## src/rtl/wb_pkg.sv

```systemverilog
// Write-back selector shared definitions.
// Source indices are shared with the control unit.
package wb_pkg;

   localparam int WB_WIDTH   = 32;
   localparam int WB_N_SRC   = 8;
   localparam int WB_TIMEOUT = 15;

   localparam int WB_SRC_ALU = 0;
   localparam int WB_SRC_MDR = 1;
   localparam int WB_SRC_SHF = 2;
   localparam int WB_SRC_HI  = 3;
   localparam int WB_SRC_LO  = 4;
   localparam int WB_SRC_PC4 = 5;
   localparam int WB_SRC_IMM = 6;
   localparam int WB_SRC_LUI = 7;

   typedef enum logic {
      WB_IDLE = 1'b0,
      WB_WAIT = 1'b1
   } wb_state_t;

endpackage

```

## src/rtl/wb_src_mux.sv

```systemverilog
// N_SRC:1 data/valid selector.
// Out-of-range indices fall to the last source.
module wb_src_mux #(
   parameter int WIDTH = 32,
   parameter int N_SRC = 8,
   parameter int SEL_W = 3
) (
   input  logic [N_SRC*WIDTH-1:0] src_data,
   input  logic [N_SRC-1:0]       src_valid,
   input  logic [SEL_W-1:0]       sel,
   output logic [WIDTH-1:0]       data,
   output logic                   valid
);

   int idx;

   always_comb begin
      idx = int'(sel);
      if (idx >= N_SRC) idx = N_SRC - 1;
   end

   always_comb begin
      data  = '0;
      valid = 1'b0;
      for (int k = 0; k < N_SRC; k++) begin
         if (k == idx) begin
            data  = src_data[k*WIDTH +: WIDTH];
            valid = src_valid[k];
         end
      end
   end

endmodule

```

## src/rtl/wb_select_unit.sv

```systemverilog
// Write-back source selector with capture handshake
// and timeout abort toward the register bank.
module wb_select_unit
   import wb_pkg::*;
#(
   parameter int WIDTH   = WB_WIDTH,
   parameter int N_SRC   = WB_N_SRC,
   parameter int SEL_W   = $clog2(N_SRC),
   parameter int TIMEOUT = WB_TIMEOUT
) (
   input  logic                   clk,
   input  logic                   reset,
   input  logic                   start,
   input  logic [SEL_W-1:0]       sel,
   input  logic                   flush,
   input  logic [N_SRC*WIDTH-1:0] src_data,
   input  logic [N_SRC-1:0]       src_valid,
   output logic                   busy,
   output logic [WIDTH-1:0]       wb_data,
   output logic                   wb_valid,
   output logic                   timeout_err
);

   localparam int CNT_W = $clog2(TIMEOUT + 1);
   localparam logic [CNT_W-1:0] CNT_LAST = CNT_W'(TIMEOUT - 1);

   wb_state_t        state;
   logic [SEL_W-1:0] sel_q;
   logic [CNT_W-1:0] cnt;
   logic [SEL_W-1:0] mux_sel;
   logic [WIDTH-1:0] mux_data;
   logic             mux_valid;

   // IDLE looks at the live select, WAIT at the latched one.
   assign mux_sel = (state == WB_WAIT) ? sel_q : sel;

   wb_src_mux #(
      .WIDTH(WIDTH),
      .N_SRC(N_SRC),
      .SEL_W(SEL_W)
   ) u_mux (
      .src_data(src_data),
      .src_valid(src_valid),
      .sel(mux_sel),
      .data(mux_data),
      .valid(mux_valid)
   );

   always_ff @(posedge clk) begin
      if (reset) begin
         state       <= WB_IDLE;
         sel_q       <= '0;
         cnt         <= '0;
         wb_data     <= '0;
         wb_valid    <= 1'b0;
         timeout_err <= 1'b0;
         busy        <= 1'b0;
      end else begin
         wb_valid    <= 1'b0;
         timeout_err <= 1'b0;
         unique case (state)
            WB_IDLE: begin
               if (start && !flush) begin
                  sel_q <= sel;
                  if (mux_valid) begin
                     wb_data  <= mux_data;
                     wb_valid <= 1'b1;
                  end else begin
                     state <= WB_WAIT;
                     busy  <= 1'b1;
                     cnt   <= '0;
                  end
               end
            end
            WB_WAIT: begin
               if (flush) begin
                  state <= WB_IDLE;
                  busy  <= 1'b0;
               end else if (mux_valid) begin
                  wb_data  <= mux_data;
                  wb_valid <= 1'b1;
                  state    <= WB_IDLE;
                  busy     <= 1'b0;
               end else if (cnt == CNT_LAST) begin
                  timeout_err <= 1'b1;
                  state       <= WB_IDLE;
                  busy        <= 1'b0;
               end else begin
                  cnt <= cnt + CNT_W'(1);
               end
            end
            default: begin
               state <= WB_IDLE;
               busy  <= 1'b0;
            end
         endcase
      end
   end

endmodule

```

## config.mk

```make
export PLATFORM = sky130hd
export DESIGN_NAME = wb_select_unit
export DESIGN_NICKNAME = d
export VERILOG_FILES = /design/src/rtl/wb_pkg.sv /design/src/rtl/wb_src_mux.sv /design/src/rtl/wb_select_unit.sv
export SDC_FILE = /design/constraint.sdc
export NUM_CORES = 1
export LEC_CHECK = 0
export BUFFER_PORTS_ARGS = -buffer_cell sky130_fd_sc_hd__buf_2
export CORE_AREA = 5 5 115 117
export CTS_BUF_LIST = sky130_fd_sc_hd__clkbuf_2
export DETAILED_ROUTE_END_ITERATION = 10
export DIE_AREA = 0 0 120 122
export PLACE_DENSITY = 0.7
export SYNTH_ARGS = -nofsm -noshare
export SYNTH_HDL_FRONTEND = slang
export SYNTH_HIERARCHICAL = 1
export SYNTH_SLANG_ARGS = --single-unit
```

## constraint.sdc

```tcl
create_clock -name clk -period 4.6 [get_ports clk]
set_input_delay 1.15 -clock clk [delete_from_list [all_inputs] [get_ports clk]]
set_output_delay 1.15 -clock clk [all_outputs]
set_load 0.005 [all_outputs]
```

==> flow_summary.ini, run 1 <==
[place]
place_congestion = 0.871
dp_slack_ns = 0.686
dpl.hpwl_um = 14300
port-buffer-count = 305
place_inst = 988

[cells_and_area]
post-route-util_pct = 48.3
layout_commonest_cell = buf_2
area_growth_pct = 32.8
multi_input_area_mm2 = 0.00321
nFillCells = 1269
stdcell_count = 997
final_nets = 1118
layout_common_cells = 305 x buf_2, 89 x a21oi_1, 70 x mux2i_1
seqCellArea_um2 = 861
drive_gt1_share_pct = 45.0

[detailed_routing]
vias = 5503
initialDrtViolationCount = 537
wl_per_cell_um = 18.6
viasPerCell = 5.52
first_pass_iters = 6
drcViolationCount = 0
routed_wl_um = 18600
ant_nets = 0

[yosys]
synth_xor_area_share_pct = 0
ys_warn_count = 6
synth_compound_area_share_pct = 36.3
synth.area.mux_share_pct = 17.0
syn-mean-instance-area_um2 = 7.54
synthCells = 592
syn_nets = 865
seq_area_frac_synth_pct = 19.3
synth_ff_type = dfxtp_1
synth_top_family_by_area = compound AO/OA/AOI/OAI gates
synthDistinctLibCells = 41
async_flop_share_pct = 0
synth_edf_count = 0
ys_seq_elements = 43
synth_fa_ha_area_share_pct = 0.561
synth-simple-area-share_pct = 17.6
syn-cell-area_mm2 = 0.00446

[clock_network]
postCtsResizedCells = 0
ctsHoldBuffers = 0
clkLatencyLatePin_ns = 0.40
cts_sinks = 43
cts_tree = yes
clk_pin_slew_ns = 0.23
clockBufferDepth = 2
root_buffer = clkbuf_2
post_cts_buffers = 0
numCtsBuffers = 5
htreeDepth = 2

[worst_setup_path]
cp.arrival_ns = 3.85
cp-start-kind = input port
end_kind = register
critPathLaunch = sel[1]
crit_type = in -> reg
required_ns = 4.94
r2r_cells = 8
cp_max_fo = 36
reg2reg_to = wb_data[14]
reg2reg_slack_ns = 1.22
r2r_start = state

[global_routing]
grtUsageTotal_pct = 23.4
grt_antenna_before_repair = 3
grt_max_degree = 72
grt_pass1_wl_um = 27900
grt_pass1_vias = 5230
grt.overflow.total = 0

[power]
p_leak_nw = 2.80
vdd_ir_drop_max_mv = 0.157
powerDensity_mw_per_mm2 = 191

[worst_hold_path]
hp-class = reg -> reg
hold_path_depth = 2
min_to = wb_data[1]
worstHoldStart = wb_data[1]

[die]
coreArea_mm2 = 0.0123
ios = 306
start_util_pct = 36.4
fp.dieW_um = 120
fp-row-count = 41
dieArea_mm2 = 0.0146
dieHeight_um = 122

[timing]
fmax_ghz = 0.285
max_slew_margin_pct = 25.6
finClkSkew_ns = 0.0282
min_period_over_period_pct = 76.2
finalSetupTns_ns = 0
hold_viol = 0
drv_slew = 0
setup_viol = 0
holdWs_ns = 0.490
period_minus_slack_ns = 3.51
grt_setup_unrepaired = false
worst_pin_slew_ns = 1.12
layout_setup_ws_ns = 1.09

[status]
outcome = finished clean

[flow_run]
cap_violations = 0
## state kept, by name, indices dropped and copies added, names as in the netlist
| register | cells |
|---|---|
| busy | 1 |
| cnt | 4 |
| sel_q | 3 |
| state | 1 |
| timeout_err | 1 |
| wb_data | 32 |
| wb_valid | 1 |
## area by class of cell
type	count	share of cell area, %
Clock buffer	7	0.591
Clock inverter	1	0.0845
Sequential cell	43	14.5
Antenna cell	1	0.0422
Tap cell	150	3.17
Multi-Input combinational cell	476	54.2
Inverter	3	0.190
Timing Repair Buffer	316	27.2
## power breakdown
group | total [mW] | switching, mW | leakage [nW] | internal [mW]
Sequential | 0.408 | 0.0123 | 0.350 | 0.395
Clock | 0.164 | 0.123 | 0.0330 | 0.0415
Combinational | 0.560 | 0.302 | 2.42 | 0.259
Total | 1.13 | 0.437 | 2.80 | 0.696
## cell usage after synthesis, types with 3 or more instances
| cell | instances | area [um2] |
|---|---|---|
| or2_2 | 28 | 175 |
| nor2_1 | 16 | 60.1 |
| nand3_1 | 35 | 175 |
| mux2_2 | 3 | 33.8 |
| buf_6 | 13 | 146 |
| a221oi_1 | 7 | 61.3 |
| a22oi_1 | 27 | 203 |
| dfxtp_1 | 43 | 861 |
| o21ai_0 | 48 | 240 |
| buf_4 | 3 | 22.5 |
| clkbuf_1 | 24 | 90.1 |
| a31oi_1 | 3 | 18.8 |
| inv_1 | 3 | 11.3 |
| o211ai_1 | 10 | 75.1 |
| buf_2 | 25 | 125 |
| nand2_1 | 66 | 248 |
| a21oi_1 | 89 | 445 |
| nor2b_1 | 4 | 25.0 |
| mux2i_1 | 70 | 701 |
| buf_1 | 4 | 15.0 |
| o31a_1 | 27 | 236 |
| a221oi_2 | 20 | 300 |
## critical path, cell delays in order
cell and delay [ns]:
buf_2 0.10, mux2_4 0.47, mux2i_1 0.17, or2_2 0.28, a21oi_1 0.14, o31a_1 0.24
and2b_1 0.89, nand3_1 0.19, a21oi_1 0.17
## through the flow
| step | total power [mW] | cell area (um2) |
|---|---|---|
| global placement | 0.970 | 5880 |
| finish | 1.13 | 5930 |
| detailed placement | 0.972 | 5880 |
| global route | 1.21 | 5930 |
| floorplan | 0.759 | 4460 |
| CTS | 1.14 | 5920 |
## worst max-delay path by stage
stage                  endpoint  slack (ns)
global placement    wb_data[26]        0.80
CTS                 wb_data[29]        1.14
global route        wb_data[13]        0.94
floorplan                cnt[1]        1.23
finish              wb_data[14]        1.09
detailed placement  wb_data[29]        0.69
## cells by family (layout without fill, tap and decap cells)
kind of cell	count (synthesis)	after routing
AOI/OAI and AO/OA	236	236
muxes	74	74
other	0	1
and+or+nand+nor	164	164
DFF	43	43
adders and majority gates	2	2
buffers and inverters	73	327
## metal layers
layer / GRT usage [%] / vias to the layer above / wire [um]
met2: 38.4 / 242 / 8690
met1: 31.7 / 2530 / 8180
met4: 4.01 / 2 / 176
met5: 0 / - / 13
li1: - / 2713 / -
met3: 5.52 / 16 / 1520
(Power assumes the default switching activity.)
==> inputs of run 2 (changes only) <==
- ABC_AREA: not set -> 1
- PLACE_DENSITY: 0.7 -> 0.66
- clock period: 4.6 -> 3.4 ns (I/O delays scaled with it)
==> run 2 against run 1 <==
  * Utilization down 2.8 points
  * Critical path type is now reg -> reg
  * Register-to-register slack worse by 0.79 ns
  * Total power up 41%
  * Combinational power up 30%
  * Clock power up 84%
  * Die area unchanged
  * Cell count up 9.8%
  * Clock skew down 0.0017 ns
  * Critical endpoint is now wb_data[18]
  * Sequential power up 40%
==> flow_summary.ini, run 2 <==
[timing]
finalSetupTns_ns = 0
drv_slew = 0
worst_pin_slew_ns = 0.565
layout_setup_ws_ns = 0.431
period_minus_slack_ns = 2.97
fmax_ghz = 0.337
setup_viol = 0
hold_viol = 0
min_period_over_period_pct = 87.3
max_slew_margin_pct = 61.9
grt_setup_unrepaired = false
finClkSkew_ns = 0.0265

[cells_and_area]
final_nets = 1215
top_register = wb_data
area_growth_pct = 41.1
layout_common_cells = 305 x buf_2, 162 x nand4_1, 144 x nor2_1
drive_gt1_share_pct = 36.7
nFillCells = 1388
post-route-util_pct = 45.5
layout_commonest_cell = buf_2
largest_register_ffs = 32
largest_registers = wb_data: 32 flops, cnt: 4 flops, sel_q: 3 flops

[yosys]
synth_ff_type = dfxtp_1
yosysTopAreaCell = nand4_1
syn-cell-area_mm2 = 0.00395
yosys-top-cells-count = 162 x nand4_1, 144 x nor2_1, 115 x nand2_1, 43 x dfxtp_1, 43 x inv_1
async_flop_share_pct = 0
yosys.area.top_type_share_pct = 25.6
synthMostInstantiatedCell = nand4_1
synthCells = 677
syn_nets = 950
syn-mean-instance-area_um2 = 5.84
synth_edf_count = 0
ys_warn_count = 6
ys_seq_elements = 43
synthDistinctLibCells = 27
seq_area_frac_synth_pct = 21.8
synth_area_leaders = nand4_1 26%, dfxtp_1 22%, nor2_1 14%, nand2_1 11%, nand3_1 5.3%

[place]
dp_slack_ns = 0.312
port-buffer-count = 305
place_congestion = 0.884
dpl.hpwl_um = 15900

[global_routing]
grtUsageTotal_pct = 25.7
grt_antenna_before_repair = 2
grt_pass1_vias = 5341
grt_max_degree = 51
grt_pass1_wl_um = 29200
grt.overflow.total = 0

[detailed_routing]
initialDrtViolationCount = 576
first_pass_iters = 5
ant_nets = 0
vias = 5796
drcViolationCount = 0
viasPerCell = 5.29
routed_wl_um = 19800
wl_per_cell_um = 18.0

[die]
fp-row-count = 41
dieArea_mm2 = 0.0146
coreArea_mm2 = 0.0123
ios = 306
start_util_pct = 32.2
fp.dieW_um = 120
dieHeight_um = 122

[worst_setup_path]
reg2reg_to = wb_data[18]
crit_end = wb_data[18]
r2r_start = state
cp.arrival_ns = 3.30
critPathLaunch = state
cp-start-kind = register
end_kind = register
cp_max_fo = 35
required_ns = 3.73
crit_type = reg -> reg
reg2reg_slack_ns = 0.43
r2r_cells = 11

[flow_run]
cap_violations = 0

[power]
seqPwrFrac_pct = 35.6
p_int_mw = 0.958
clockPowerShare_pct = 18.8
switching_share_pct = 40.2
pwr-share-comb_pct = 45.5
p_sw_mw = 0.645
p_leak_nw = 2.82
vdd_ir_drop_max_mv = 0.126
powerDensity_mw_per_mm2 = 287

[clock_network]
root_buffer = clkbuf_2
postCtsResizedCells = 0
numCtsBuffers = 5
cts_sinks = 43
clockBufferDepth = 2
ctsHoldBuffers = 0
post_cts_buffers = 0
htreeDepth = 2
clk_pin_slew_ns = 0.25
cts_tree = yes
clkLatencyLatePin_ns = 0.42

[worst_hold_path]
hp-class = reg -> reg

[status]
outcome = finished clean
-- run 2: cell count changes in the layout (fill, tap and decap cells not counted), sizes merged, moves of 29 or more --
cell and change:
nand4 +161, a21oi -83, mux2i -70, nand2 +52, or2 -29, inv +47
nor2 +130
-- run 2: kinds of logic (layout without fill, tap and decap cells) --
family          Yosys count  after routing  synth area share (%)
simple gates            474            474                  58.4
buf+inv                 112            378                  13.2
other cells               0              2                     0
compound gates           45             45                  5.76
xor+xnor                  1              1                 0.222
fa+ha+maj                 2              2                 0.633
flops                    43             43                  21.8
-- run 2: layout make-up --
| cell class | count | area [um2] | share of cell area (%) |
|---|---|---|---|
| Clock buffer | 5 | 25.0 | 0.449 |
| Multi-Input combinational cell | 522 | 2590 | 46.5 |
| Antenna cell | 2 | 5.00 | 0.0897 |
| Clock inverter | 3 | 43.8 | 0.785 |
| Tap cell | 150 | 188 | 3.36 |
| Sequential cell | 43 | 861 | 15.4 |
| Inverter | 50 | 198 | 3.54 |
| Timing Repair Buffer | 320 | 1660 | 29.8 |
-- run 2: worst min path at each step --
stage / to / depth (start not counted) / slack [ns] / start
after global routing: sel_q[2] / 2 / 0.48 / sel_q[2]
after CTS: sel_q[2] / 2 / 0.47 / sel_q[2]
final: sel_q[2] / 2 / 0.46 / sel_q[2]
after global placement: sel_q[2] / 2 / 0.44 / sel_q[2]
after detailed placement: sel_q[2] / 2 / 0.44 / sel_q[2]
after floorplan: sel_q[0] / 2 / 0.42 / sel_q[0]
-- run 2: power by group through the flow --
stage | sequential (mW) | combinational (mW) | clock, mW
final | 0.571 | 0.729 | 0.302
after global routing | 0.577 | 0.809 | 0.337
after CTS | 0.571 | 0.729 | 0.311
after detailed placement | 0.582 | 0.725 | 0
after global placement | 0.580 | 0.727 | 0
after floorplan | 0.582 | 0.393 | 0
-- run 2: routing by layer --
layer / up-vias / part of all wire (%) / track usage, %
met4: 0 / 2.8 / 8.16
met5: - / 0 / 0
met2: 309 / 47 / 42.6
met1: 2565 / 41 / 33.2
li1: 2884 / - / -
met3: 38 / 9.6 / 5.90
-- run 2: worst max-delay path, cell delays in order (launching register included) --
cell and delay (ns):
dfxtp_1 0.45, inv_1 0.23, o21ai_4 0.51, inv_4 0.29, nand4_1 0.15, nand4_1 0.09
nor2_1 0.14, nand4_1 0.21, nand2_4 0.34, inv_4 0.22, nor2_1 0.14, nor2_1 0.05
-- run 2: per-stage QoR --
stage / cell area, um2 / instances / total power, mW / hold WS [ns]
CTS: 5570 / 1093 / 1.61 / 0.470
global placement: 5500 / 1085 / 1.31 / 0.443
finish: 5580 / 1095 / 1.60 / 0.465
detailed placement: 5500 / 1085 / 1.31 / 0.445
floorplan: 3950 / 677 / 0.976 / 0.424
global route: 5580 / 1095 / 1.72 / 0.479
==> inputs of run 3 (changes only) <==
- BUFFER_PORTS_ARGS: -buffer_cell sky130_fd_sc_hd__buf_2 -> not set
- DONT_BUFFER_PORTS: not set -> 1
- PLACE_DENSITY: 0.66 -> 0.44
==> run 3 against run 2 <==
  * Hold slack gained 0.0086 ns
  * Largest power group is now sequential cells
  * Setup slack got worse by 0.13 ns
  * Routed wire length is 12% lower
  * Maximum frequency fell by 4.2%
  * Die area is the same
  * Non-clock buffer count shrank 311
  * Final area fell by 29%
  * Critical path type unchanged
  * Cell count down 29%
  * Critical path depth did not move
  * Count of clock-buffer cells in the layout is 1 higher
  * First-iteration DRC count shrank 34%
  * Sequential cell count did not move
==> flow_summary.ini, run 3 (same netlist as run 2, synthesis figures left out) <==
[status]
outcome = finished clean

[timing]
fmax_ghz = 0.323
period_minus_slack_ns = 3.10
worst_pin_slew_ns = 0.632
finClkSkew_ns = 0.00668
drv_slew = 0
min_period_over_period_pct = 91.1
finalSetupTns_ns = 0
max_slew_margin_pct = 57.9
grt_setup_unrepaired = false
setup_viol = 0
layout_setup_ws_ns = 0.302
hold_viol = 0

[worst_setup_path]
reg2reg_slack_ns = 0.30
reg2reg_to = wb_data[1]
cp.buffers_inverters = 3
cp-start-kind = register
r2r_cells = 11
critical-path-slowest-cell = dfxtp_1
cp_max_fo = 34
cp_top_family = simple AND/OR/NAND/NOR gates
r2r_start = state
path_cells = clkinvlp_4, o21ai_1, clkinv_2, nand4_1, nand4_1, nor2_1, nand4_1, nand2_4, inv_4, nor2_1, nor2_1
crit_type = reg -> reg
crit_path_max_incr_delay_ns = 0.48
end_kind = register
cp.arrival_ns = 3.42
required_ns = 3.73

[cells_and_area]
drive_gt1_share_pct = 5.55
area_growth_pct = 0.285
seqCellArea_um2 = 861
largest_register_ffs = 32
layout_common_cells = 162 x nand4_1, 144 x nor2_1, 115 x nand2_1
nFillCells = 1420
post-route-util_pct = 32.3
top_register = wb_data
largest_registers = wb_data: 32 flops, cnt: 4 flops, sel_q: 3 flops
fin_area_mm2 = 0.00396
final_nets = 905
layout_commonest_cell = nand4_1
multi_input_area_mm2 = 0.00260

[detailed_routing]
initialDrtViolationCount = 381
viasPerCell = 6.03
ant_nets = 0
vias = 4715
dr_wl_met3_um = 1730
routed_wl_um = 17400
wl_per_cell_um = 22.3
met1_length_um = 7410
route.met2.wl_um = 8020
drcViolationCount = 0
first_pass_iters = 6
highest_layer = met5

[clock_network]
cts_sinks = 43
numCtsBuffers = 5
htreeDepth = 2
post_cts_buffers = 0
clkLatencyLatePin_ns = 0.41
ctsHoldBuffers = 0
postCtsResizedCells = 0
clockBufferDepth = 2
root_buffer = clkbuf_2
clk_pin_slew_ns = 0.20
cts_tree = yes

[global_routing]
grt_pass1_wl_um = 24600
grt_antenna_before_repair = 2
grt.overflow.total = 0
grtUsageTotal_pct = 21.6
grt_max_degree = 129
grt_pass1_vias = 4264

[place]
dpl.hpwl_um = 13500
dpl_cell_area_mm2 = 0.00392
port-buffer-count = 0
place_congestion = 0.856
dp_slack_ns = 0.327

[die]
dieHeight_um = 122
dieArea_mm2 = 0.0146
fp.dieW_um = 120
fp-row-count = 41
ios = 306
coreArea_mm2 = 0.0123
start_util_pct = 32.2

[power]
powerDensity_mw_per_mm2 = 330
vdd_ir_drop_max_mv = 0.107
finalPower_mw = 1.31
p_leak_nw = 1.52

[worst_hold_path]
hp-class = in -> reg
worstHoldStart = reset
hold_path_depth = 1
min_to = wb_valid

[flow_run]
cap_violations = 0
==> run 3: how the worst max path moves through the flow <==
stage	endpoint	slack [ns]	startpoint	depth (start not counted)
2_1_floorplan	cnt[1]	0.78	sel[2]	15
3_3_place_gp	wb_data[21]	0.43	sel[2]	11
5_1_grt	wb_data[8]	0.003	state	11
6_report	wb_data[1]	0.30	state	11
3_5_place_dp	wb_data[21]	0.33	state	11
4_1_cts	wb_data[21]	0.29	state	11
==> run 3: layout make-up <==
class                      count  area share, %
clock buffer                   6          0.758
timing repair buffer           9           2.02
sequential                    43           21.7
inverter                      50           5.05
multi-input combinational    523           65.7
antenna                        1         0.0631
tap                          150           4.73
==> run 3: worst reg2reg max path, cell delays in order (launching register included) <==
cell,delay [ns]
dfxtp_1,0.48
clkinvlp_4,0.35
o21ai_1,0.48
clkinv_2,0.30
nand4_1,0.17
nand4_1,0.08
nor2_1,0.12
nand4_1,0.24
nand2_4,0.38
inv_4,0.23
nor2_1,0.15
nor2_1,0.05
==> run 3: stage by stage <==
stage / std cells / hold slack, ns
floorplan: 677 / 0.424
global placement: 774 / 0.449
detailed placement: 774 / 0.452
CTS: 780 / 0.442
global route: 782 / 0.414
finish: 782 / 0.473
==> run 3: power breakdown <==
| group | internal [mW] | total (mW) | switching (mW) |
|---|---|---|---|
| registers | 0.548 | 0.586 | 0.0384 |
| logic | 0.146 | 0.515 | 0.369 |
| clock network | 0.0464 | 0.206 | 0.160 |
| total | 0.740 | 1.31 | 0.567 |
==> run 3: layer usage <==
layer,vias up,track usage (%)
met3,18,6.22
met1,2181,29.3
met2,251,34.0
li1,2263,-
met4,2,4.87
met5,-,0
